[src/rtl/pwm_capture.sv]
// pwm_capture: measures an asynchronous PWM input and reports the period, the high time
// and an 8-bit duty value floor(high_time*256/period), using a sequential restoring divider.
//
// Optional feature macro: PWM_CAPTURE_TIMEOUT_EN
//   Defined     : an input stuck for TIMEOUT cycles reports duty 255/0, sets stuck_hi_o/stuck_lo_o
//                 and returns the FSM to idle.
//   Not defined : no timeout; the counter saturates and the FSM waits for the next edge.
//                 stuck_hi_o/stuck_lo_o are tied to 0 and TIMEOUT is ignored.
//
// Ports:
//   clk          system clock
//   rst          asynchronous active-high reset
//   en_i         capture enable; low forces idle and aborts a divide, outputs hold
//   pwm_in_i     asynchronous PWM input
//   duty_o       floor(high_time*256/period); 255 stuck high, 0 stuck low
//   period_o     last measured period in clk cycles
//   high_time_o  last measured high time in clk cycles
//   valid_o      one-cycle pulse when duty/period/high_time update
//   stuck_hi_o   input held high for TIMEOUT cycles
//   stuck_lo_o   input held low for TIMEOUT cycles
//   overrun_o    one-cycle pulse when a period shorter than 10 cycles is dropped
module pwm_capture #(
    parameter int unsigned CNT_W   = 16,
    parameter int unsigned TIMEOUT = 50000
) (
    input  logic             clk,
    input  logic             rst,
    input  logic             en_i,
    input  logic             pwm_in_i,
    output logic [7:0]       duty_o,
    output logic [CNT_W-1:0] period_o,
    output logic [CNT_W-1:0] high_time_o,
    output logic             valid_o,
    output logic             stuck_hi_o,
    output logic             stuck_lo_o,
    output logic             overrun_o
);

    localparam logic [1:0] StIdle = 2'd0;
    localparam logic [1:0] StHigh = 2'd1;
    localparam logic [1:0] StLow  = 2'd2;

    localparam logic [CNT_W-1:0] CntMax    = '1;
    localparam logic [CNT_W-1:0] MinPeriod = CNT_W'(10);

    // Input synchronizer and edge detect
    logic s1_q, s2_q, s3_q;
    logic rise, fall;

    always_ff @(posedge clk or posedge rst) begin
        if (rst) begin
            s1_q <= 1'b0;
            s2_q <= 1'b0;
            s3_q <= 1'b0;
        end else begin
            s1_q <= pwm_in_i;
            s2_q <= s1_q;
            s3_q <= s2_q;
        end
    end

    assign rise = s2_q & ~s3_q;
    assign fall = ~s2_q & s3_q;

    logic [1:0]       state_q, state_d;
    logic [CNT_W-1:0] cnt_q, cnt_d, cnt_inc;
    logic [CNT_W-1:0] hi_lat_q, hi_lat_d;

    logic             div_busy_q, div_busy_d;
    logic [2:0]       div_step_q, div_step_d;
    logic [CNT_W:0]   div_rem_q, div_rem_d;
    logic [7:0]       div_quo_q, div_quo_d;
    logic [CNT_W-1:0] div_per_q, div_per_d;
    logic [CNT_W-1:0] div_hi_q, div_hi_d;
    logic             div_sat_q, div_sat_d;

    logic [7:0]       duty_q, duty_d;
    logic [CNT_W-1:0] period_q, period_d;
    logic [CNT_W-1:0] high_q, high_d;
    logic             valid_q, valid_d;
    logic             overrun_q, overrun_d;

    // One restoring-division step
    logic [CNT_W:0]   rem_sh, rem_nx;
    logic             rem_ge;
    logic [7:0]       quo_nx;

`ifdef PWM_CAPTURE_TIMEOUT_EN
    localparam logic [CNT_W-1:0] TimeoutVal = CNT_W'(TIMEOUT);
    logic stuck_hi_q, stuck_lo_q;
    logic stuck_hi_set, stuck_lo_set, div_done;
`endif

    // rem never exceeds div_per, so dropping its MSB before the shift loses nothing
    assign rem_sh  = {div_rem_q[CNT_W-1:0], 1'b0};
    assign rem_ge  = rem_sh >= {1'b0, div_per_q};
    assign rem_nx  = rem_ge ? (rem_sh - {1'b0, div_per_q}) : rem_sh;
    assign quo_nx  = {div_quo_q[6:0], rem_ge};
    assign cnt_inc = (cnt_q == CntMax) ? cnt_q : cnt_q + 1'b1;

    always_comb begin
        state_d    = state_q;
        cnt_d      = cnt_q;
        hi_lat_d   = hi_lat_q;
        div_busy_d = div_busy_q;
        div_step_d = div_step_q;
        div_rem_d  = div_rem_q;
        div_quo_d  = div_quo_q;
        div_per_d  = div_per_q;
        div_hi_d   = div_hi_q;
        div_sat_d  = div_sat_q;
        duty_d     = duty_q;
        period_d   = period_q;
        high_d     = high_q;
        valid_d    = 1'b0;
        overrun_d  = 1'b0;
`ifdef PWM_CAPTURE_TIMEOUT_EN
        stuck_hi_set = 1'b0;
        stuck_lo_set = 1'b0;
        div_done     = 1'b0;
`endif
        if (!en_i) begin
            state_d    = StIdle;
            cnt_d      = '0;
            div_busy_d = 1'b0;
        end else begin
            if (div_busy_q) begin
                div_rem_d  = rem_nx;
                div_quo_d  = quo_nx;
                div_step_d = div_step_q + 3'd1;
                // Last iteration writes the result directly so valid lands at D+9
                if (div_step_q == 3'd7) begin
                    div_busy_d = 1'b0;
                    duty_d     = div_sat_q ? 8'hFF : quo_nx;
                    period_d   = div_per_q;
                    high_d     = div_hi_q;
                    valid_d    = 1'b1;
`ifdef PWM_CAPTURE_TIMEOUT_EN
                    div_done   = 1'b1;
`endif
                end
            end

            unique case (state_q)
                StIdle: begin
                    cnt_d = '0;
                    if (rise) begin
                        cnt_d   = CNT_W'(1);
                        state_d = StHigh;
                    end
                end
                StHigh: begin
                    cnt_d = cnt_inc;
                    if (fall) begin
                        hi_lat_d = cnt_q;
                        state_d  = StLow;
                    end
`ifdef PWM_CAPTURE_TIMEOUT_EN
                    else if (cnt_q == TimeoutVal) begin
                        // Timeout overrides any divider result finishing this cycle
                        state_d      = StIdle;
                        cnt_d        = '0;
                        div_busy_d   = 1'b0;
                        duty_d       = 8'hFF;
                        period_d     = TimeoutVal;
                        high_d       = TimeoutVal;
                        valid_d      = 1'b1;
                        div_done     = 1'b0;
                        stuck_hi_set = 1'b1;
                    end
`endif
                end
                StLow: begin
                    cnt_d = cnt_inc;
                    if (rise) begin
                        cnt_d   = CNT_W'(1);
                        state_d = StHigh;
                        if (cnt_q < MinPeriod) begin
                            overrun_d = 1'b1;
                        end else begin
                            div_busy_d = 1'b1;
                            div_step_d = 3'd0;
                            div_rem_d  = {1'b0, hi_lat_q};
                            div_quo_d  = 8'd0;
                            div_per_d  = cnt_q;
                            div_hi_d   = hi_lat_q;
                            // Only reachable when both counts saturate
                            div_sat_d  = hi_lat_q >= cnt_q;
                        end
                    end
`ifdef PWM_CAPTURE_TIMEOUT_EN
                    else if (cnt_q == TimeoutVal) begin
                        state_d      = StIdle;
                        cnt_d        = '0;
                        div_busy_d   = 1'b0;
                        duty_d       = 8'h00;
                        period_d     = TimeoutVal;
                        high_d       = '0;
                        valid_d      = 1'b1;
                        div_done     = 1'b0;
                        stuck_lo_set = 1'b1;
                    end
`endif
                end
                default: begin
                    state_d = StIdle;
                    cnt_d   = '0;
                end
            endcase
        end
    end

    always_ff @(posedge clk or posedge rst) begin
        if (rst) begin
            state_q    <= StIdle;
            cnt_q      <= '0;
            hi_lat_q   <= '0;
            div_busy_q <= 1'b0;
            div_step_q <= 3'd0;
            div_rem_q  <= '0;
            div_quo_q  <= 8'd0;
            div_per_q  <= '0;
            div_hi_q   <= '0;
            div_sat_q  <= 1'b0;
            duty_q     <= 8'd0;
            period_q   <= '0;
            high_q     <= '0;
            valid_q    <= 1'b0;
            overrun_q  <= 1'b0;
        end else begin
            state_q    <= state_d;
            cnt_q      <= cnt_d;
            hi_lat_q   <= hi_lat_d;
            div_busy_q <= div_busy_d;
            div_step_q <= div_step_d;
            div_rem_q  <= div_rem_d;
            div_quo_q  <= div_quo_d;
            div_per_q  <= div_per_d;
            div_hi_q   <= div_hi_d;
            div_sat_q  <= div_sat_d;
            duty_q     <= duty_d;
            period_q   <= period_d;
            high_q     <= high_d;
            valid_q    <= valid_d;
            overrun_q  <= overrun_d;
        end
    end

`ifdef PWM_CAPTURE_TIMEOUT_EN
    // Stuck flags set on timeout and clear on the next divider-produced result
    always_ff @(posedge clk or posedge rst) begin
        if (rst) begin
            stuck_hi_q <= 1'b0;
            stuck_lo_q <= 1'b0;
        end else begin
            if (stuck_hi_set) begin
                stuck_hi_q <= 1'b1;
            end else if (div_done) begin
                stuck_hi_q <= 1'b0;
            end
            if (stuck_lo_set) begin
                stuck_lo_q <= 1'b1;
            end else if (div_done) begin
                stuck_lo_q <= 1'b0;
            end
        end
    end

    assign stuck_hi_o = stuck_hi_q;
    assign stuck_lo_o = stuck_lo_q;
`else
    assign stuck_hi_o = 1'b0;
    assign stuck_lo_o = 1'b0;
`endif

    assign duty_o      = duty_q;
    assign period_o    = period_q;
    assign high_time_o = high_q;
    assign valid_o     = valid_q;
    assign overrun_o   = overrun_q;

endmodule
[config.mk]
export PLATFORM = sky130hd
export DESIGN_NAME = pwm_capture
export DESIGN_NICKNAME = d
export VERILOG_FILES = /design/src/rtl/pwm_capture.sv
export SDC_FILE = /design/constraint.sdc
export NUM_CORES = 1
export LEC_CHECK = 0
export BUFFER_PORTS_ARGS = -buffer_cell sky130_fd_sc_hd__buf_4
export CORE_MARGIN = 2
export CORE_UTILIZATION = 45
export CTS_CLUSTER_SIZE = 30
export DETAILED_ROUTE_END_ITERATION = 7
export PLACE_DENSITY = 0.69
export SYNTH_ARGS = -nofsm -noshare
export SYNTH_HDL_FRONTEND = slang
export SYNTH_SLANG_ARGS = --single-unit
[constraint.sdc]
create_clock -name clk -period 3.6 [get_ports clk]
set_input_delay 0 -clock clk [delete_from_list [all_inputs] [get_ports clk]]
set_output_delay 0 -clock clk [all_outputs]
set_load 0.05 [all_outputs]
# == Word-level counts from Yosys, hierarchy flattened ==
# Cells that the tools add are included.
# op_classes
addsub,3
order_cmp,3
eq_ne,6
mux,36
bitwise_logic,5
reduce_logical,6
# ops
cell,n
2-to-1 mux 17 bit,5
2-to-1 mux 16 bit,3
one-hot mux 16 bit (3 select lines),1
2-to-1 mux 8 bit,5
>= comparator 17 x 16 -> 1 bit,1
subtractor 17 x 16 -> 17 bit,1
"adder 16 x 1 -> 16 bit, second input constant",1
"== test 16 bit, second input constant",1
>= comparator 16 bit,1
"less-than comparator 16 x 4 -> 1 bit, second input constant",1
2-to-1 mux 1 bit,14
2-to-1 mux 3 bit,4
2-to-1 mux 2 bit,3
AND reduction 3 bit,2
one-hot mux 2 bit (2 select lines),1
AND reduction 4 bit,1
"adder 3 x 1 -> 3 bit, second input constant",1
"== test 3 bit, second input constant",1
"inequality test 3 x 2 -> 1 bit, second input constant",1
"inequality test 3 bit, second input constant",1
NOT 1 bit,3
bitwise AND 1 bit,2
"== test 2 x 1 -> 1 bit, second input constant",1
"== test 2 bit, second input constant",1
other kinds (3),3
# totals
ff_bits,141
inputBits,4
output_inout_bits,44
elab_cells,77

# == Logic depth before layout (Yosys ltp) ==
# logic_depth
ltp_word,7
depth_mapped,11
ltp_nobuf,10

# == Worst setup path after synthesis ==
# OpenSTA, ideal clock, no wires.
# synth_timing
path_kind,register -> register
start,reg div_rem_q[0]
end,reg div_rem_q[15]
setup_time_ns,0.123
arrival_ns,2.109
t_required_ns,3.477
setup_slack_ns,1.368
path_stages_with_launch,9
cell_sequence,dfrtp_1 ha_1 nor2b_1 o31a_2 o21a_1 a31o_2 or3_1 nand4_1 a21oi_1
# synth_via
elab_chain_len,6
word_cells_on_any_way,7
classes_between,1 x add/sub; 1 x order compare; 5 x mux
# synth_rtl
item,line_no,text
"start, declared",71,"logic [CNT_W:0] div_rem_q, div_rem_d;"
"start signal, assigned",236,div_rem_q <= div_rem_d;
subtractor 17 x 16 -> 17 bit / >= comparator 17 x 16 -> 1 bit (equally long branches),"97, 96",
2-to-1 mux 17 bit (*),97,"assign rem_nx = rem_ge ? (rem_sh - {1'b0, div_per_q}) : rem_sh;"
2-to-1 mux 17 bit (*),127,if (div_busy_q) begin
2-to-1 mux 17 bit,178,if (cnt_q < MinPeriod) begin
2-to-1 mux 17 bit,175,if (rise) begin
2-to-1 mux 17 bit (*),144,unique case (state_q)
# Mark *: on every way between the ends. The rest lies on a longest branch, timed or not.
# A chain may end at the register's enable or synchronous reset.

# == Final worst setup path ==
# layout_timing
start,reg div_rem_q[7]
end,reg div_rem_q[7]
# layout_via
elab_chain_len,6
# layout_rtl
item,line_no,text
>= comparator 17 x 16 -> 1 bit,96,"assign rem_ge = rem_sh >= {1'b0, div_per_q};"
2-to-1 mux 17 bit,97,
2-to-1 mux 17 bit (*),127,
2-to-1 mux 17 bit,178,
2-to-1 mux 17 bit,175,
2-to-1 mux 17 bit (*),144,
# Marked as above.

==> flow_summary.toml <==
[die]
design.core.area_mm2 = 0.0151
ioPinCount = 48
fp.dieW_um = 128
die_h_um = 128
rows = 45
start_util = 0.456
die-area_mm2 = 0.0163

[yosys]
synth-edff-count = 0
synth_area_leader_cell = "dfrtp_1"
yosys.cell_types.count = 61
async_reset_ff_frac = 1.00
avgSynthCellArea_um2 = 9.60
seq_area_frac_synth = 0.506
synthCells = 716
ys_ff_latch = 139
ys_warn_count = 0
ys_top_cells_by_area = "dfrtp_1, nand2_1, ha_1"
synth_top_cell_area_share = 0.506
ys.flop_type = "dfrtp_1"
synth.cell_area_mm2 = 0.00687

[routing]
ant_nets = 0
drtIter0Drc = 384
viasPerCell = 5.48
routed_wl_mm = 15.9
firstDrtPassIters = 5
wl_per_cell_um = 16.6
drc = 0
vias = 5257

[power_and_ir_drop]
internal_power_mw = 2.73
combPwrFrac = 0.023
vdd_ir_drop_max_mv = 0.347
p_leak_nw = 3.84
powerDensity_mw_per_mm2 = 431
clkPwrFrac = 0.520
power_frac_seq = 0.457
switching_share = 0.209
p_switching_mw = 0.722
total_power_mw = 3.45

[clocking]
root_buffer = "clkbuf_16"
clk_path_buf_depth = 2
cts_tree = "yes"
path_clk_slew_ns = 0.06
htree_levels = 4
clock_sinks = 139
cts_made_buffers = 17
clk_latency_ns = 0.43
cts_resized = 0

[sta]
fin_crit_sh = 0.743
fmax_mhz = 374
hold_violations = 0
slew_viol_final = 0
slew_headroom = 0.248
worst_pin_slew_ns = 1.12
finalSetupTns_ns = 0
setup_slack_ns = 0.926
rsz0062_at_grt = "no"
finalSetupViolCount = 0
fin_crit_ns = 2.67
fin_skew_ns = 0.00576
hold_slack_ns = 0.231

[setup_path]
worstSetupEndpointType = "flip-flop"
ff2ff_setup_slack_ns = 0.93
crit_type = "flip-flop to flip-flop"
crit_path_start_kind = "flip-flop"
worstPathArrival_ns = 3.02
worstPathMaxFanout = 18
required_ns = 3.94

[grt]
grt_pass1_vias = 5302
grt_max_degree = 140
grt_overflow = 0
antenna_found_initial = 0
grt_pass1_wl_mm = 26.2
gr-usage-all-layers = 0.206

[run]
maxCapViolations = 0

[final_layout]
diodes = 0
area_growth_pct = 16.5
nFillCells = 1349
layout-drive-gt1-share = 0.146
nNetsFinal = 801

[placement]
gp_congestion = 0.944
dp_hpwl_mm = 11.2
port-buffer-count = 45
place_ws_ns = 1.00

[hold_path]
min_path_type = "primary input to flip-flop"

[run_status]
status = "completed"
-- cells in the final DEF, fill, tap and decap left out, drive strengths merged, types with 4 or more instances in the layout --
| cell type | n |
|---|---|
| ha | 35 |
| o21a | 8 |
| nand2b | 8 |
| nor2 | 42 |
| mux2i | 7 |
| and3 | 8 |
| o21ai | 80 |
| and2 | 4 |
| a211oi | 7 |
| or3 | 6 |
| xnor2 | 16 |
| nand3 | 12 |
| a31oi | 5 |
| clkinvlp | 5 |
| buf | 50 |
| o211ai | 11 |
| nand4 | 10 |
| clkbuf | 20 |
| a21oi | 27 |
| dfrtp | 139 |
| a21o | 7 |
| nand2 | 148 |
| nor2b | 11 |
| xor2 | 4 |
| nor3 | 8 |
| mux2 | 17 |
| inv | 40 |
-- power by group through the flow --
stage               combinational (mW)  clock (mW)  sequential (mW)
global route                    0.0901        1.89             1.58
detailed placement              0.0781           0             1.61
CTS                             0.0812        1.82             1.58
finish                          0.0784        1.79             1.58
floorplan                       0.0584           0             1.60
global placement                0.0751           0             1.61
-- final timing paths --
path / startpoint / endpoint / cells past startpoint
max in group asynchronous: rst / div_rem_q[2]$_DFFE_PP0P_ / 4
worst max register to register: div_rem_q[7]$_DFFE_PP0P_ / div_rem_q[7]$_DFFE_PP0P_ / 8
worst min-delay path: pwm_in_i / s1_q$_DFF_PP0_ / 2
min in group asynchronous: rst / div_quo_q[4]$_DFFE_PP0P_ / 4
worst min register to register: s1_q$_DFF_PP0_ / s2_q$_DFF_PP0_ / 0
worst max-delay path: div_rem_q[7]$_DFFE_PP0P_ / div_rem_q[7]$_DFFE_PP0P_ / 8
-- timing repair --
action                     4_1_cts  5_1_grt
setup endpoints to repair        0        0
setup buffers                    0        0
hold buffers                     3        0
hold endpoints to repair       146        0
-- registers in the layout, indices dropped and copies added, names as in the netlist, 8 cells and up --
register     flops
period_o        16
div_hi_q        16
hi_lat_q        16
div_per_q       16
high_time_o     16
cnt_q           16
duty_o           8
div_rem_q       16
-- per-stage QoR --
stage / util / std cells / area (µm²)
floorplan: - / 717 / 6880
detailed placement: 0.488 / 927 / 7370
CTS: 0.531 / 960 / 8010
finish: 0.531 / 960 / 8010
global placement: 0.488 / 927 / 7370
global route: 0.531 / 960 / 8010
-- Yosys cell counts, drive strengths merged (2+ instances only) --
cell type	n
nand2	148
dfrtp	139
o21ai	80
nor2	42
inv	41
ha	35
a21oi	27
clkbuf	18
mux2	17
xnor2	16
nand3	12
nor2b	11
o211ai	11
nand4	10
buf	9
and3	8
nand2b	8
nor3	8
o21a	8
a211oi	7
a21o	7
mux2i	7
or3	6
a31oi	5
and2	4
xor2	4
nor4	3
o31a	3
a211o	2
a221oi	2
o221ai	2
o22ai	2
-- cell type report --
cell class	count	area (µm²)	area share
Clock inverter	10	143	0.0178
Timing Repair Buffer	53	418	0.0522
Clock buffer	20	467	0.0583
Tap cell	188	235	0.0294
Multi-Input combinational cell	509	3110	0.388
Sequential cell	139	3480	0.434
Inverter	41	160	0.0200
-- kinds of logic (layout without fill, tap and decap cells) --
kind of cell / count (synthesis) / after routing / synth area share
compound gates: 165 / 165 / 0.152
mux: 24 / 24 / 0.0380
flops: 139 / 139 / 0.506
buf+inv: 69 / 124 / 0.0430
xor+xnor: 20 / 20 / 0.0255
fa+ha+maj: 36 / 36 / 0.0666
simple gates: 262 / 262 / 0.169
other cells: 1 / 2 / 0.000546
-- routing by layer --
layer,track usage,up-vias,share of wire
met5,0,-,0
met1,0.256,2555,0.43
li1,-,2555,-
met4,0.0931,0,0.030
met3,0.0448,34,0.034
met2,0.345,113,0.50
-- worst max-delay path: stages (launching register included) --
cell,delay [ns]
dfrtp_1,0.40
ha_1,0.40
nand2_1,0.07
o21ai_0,0.33
nand2_1,0.17
a41oi_4,0.64
inv_4,0.11
o31a_1,0.34
o211ai_2,0.14
Note: power is estimated with default switching activity, not from simulation.
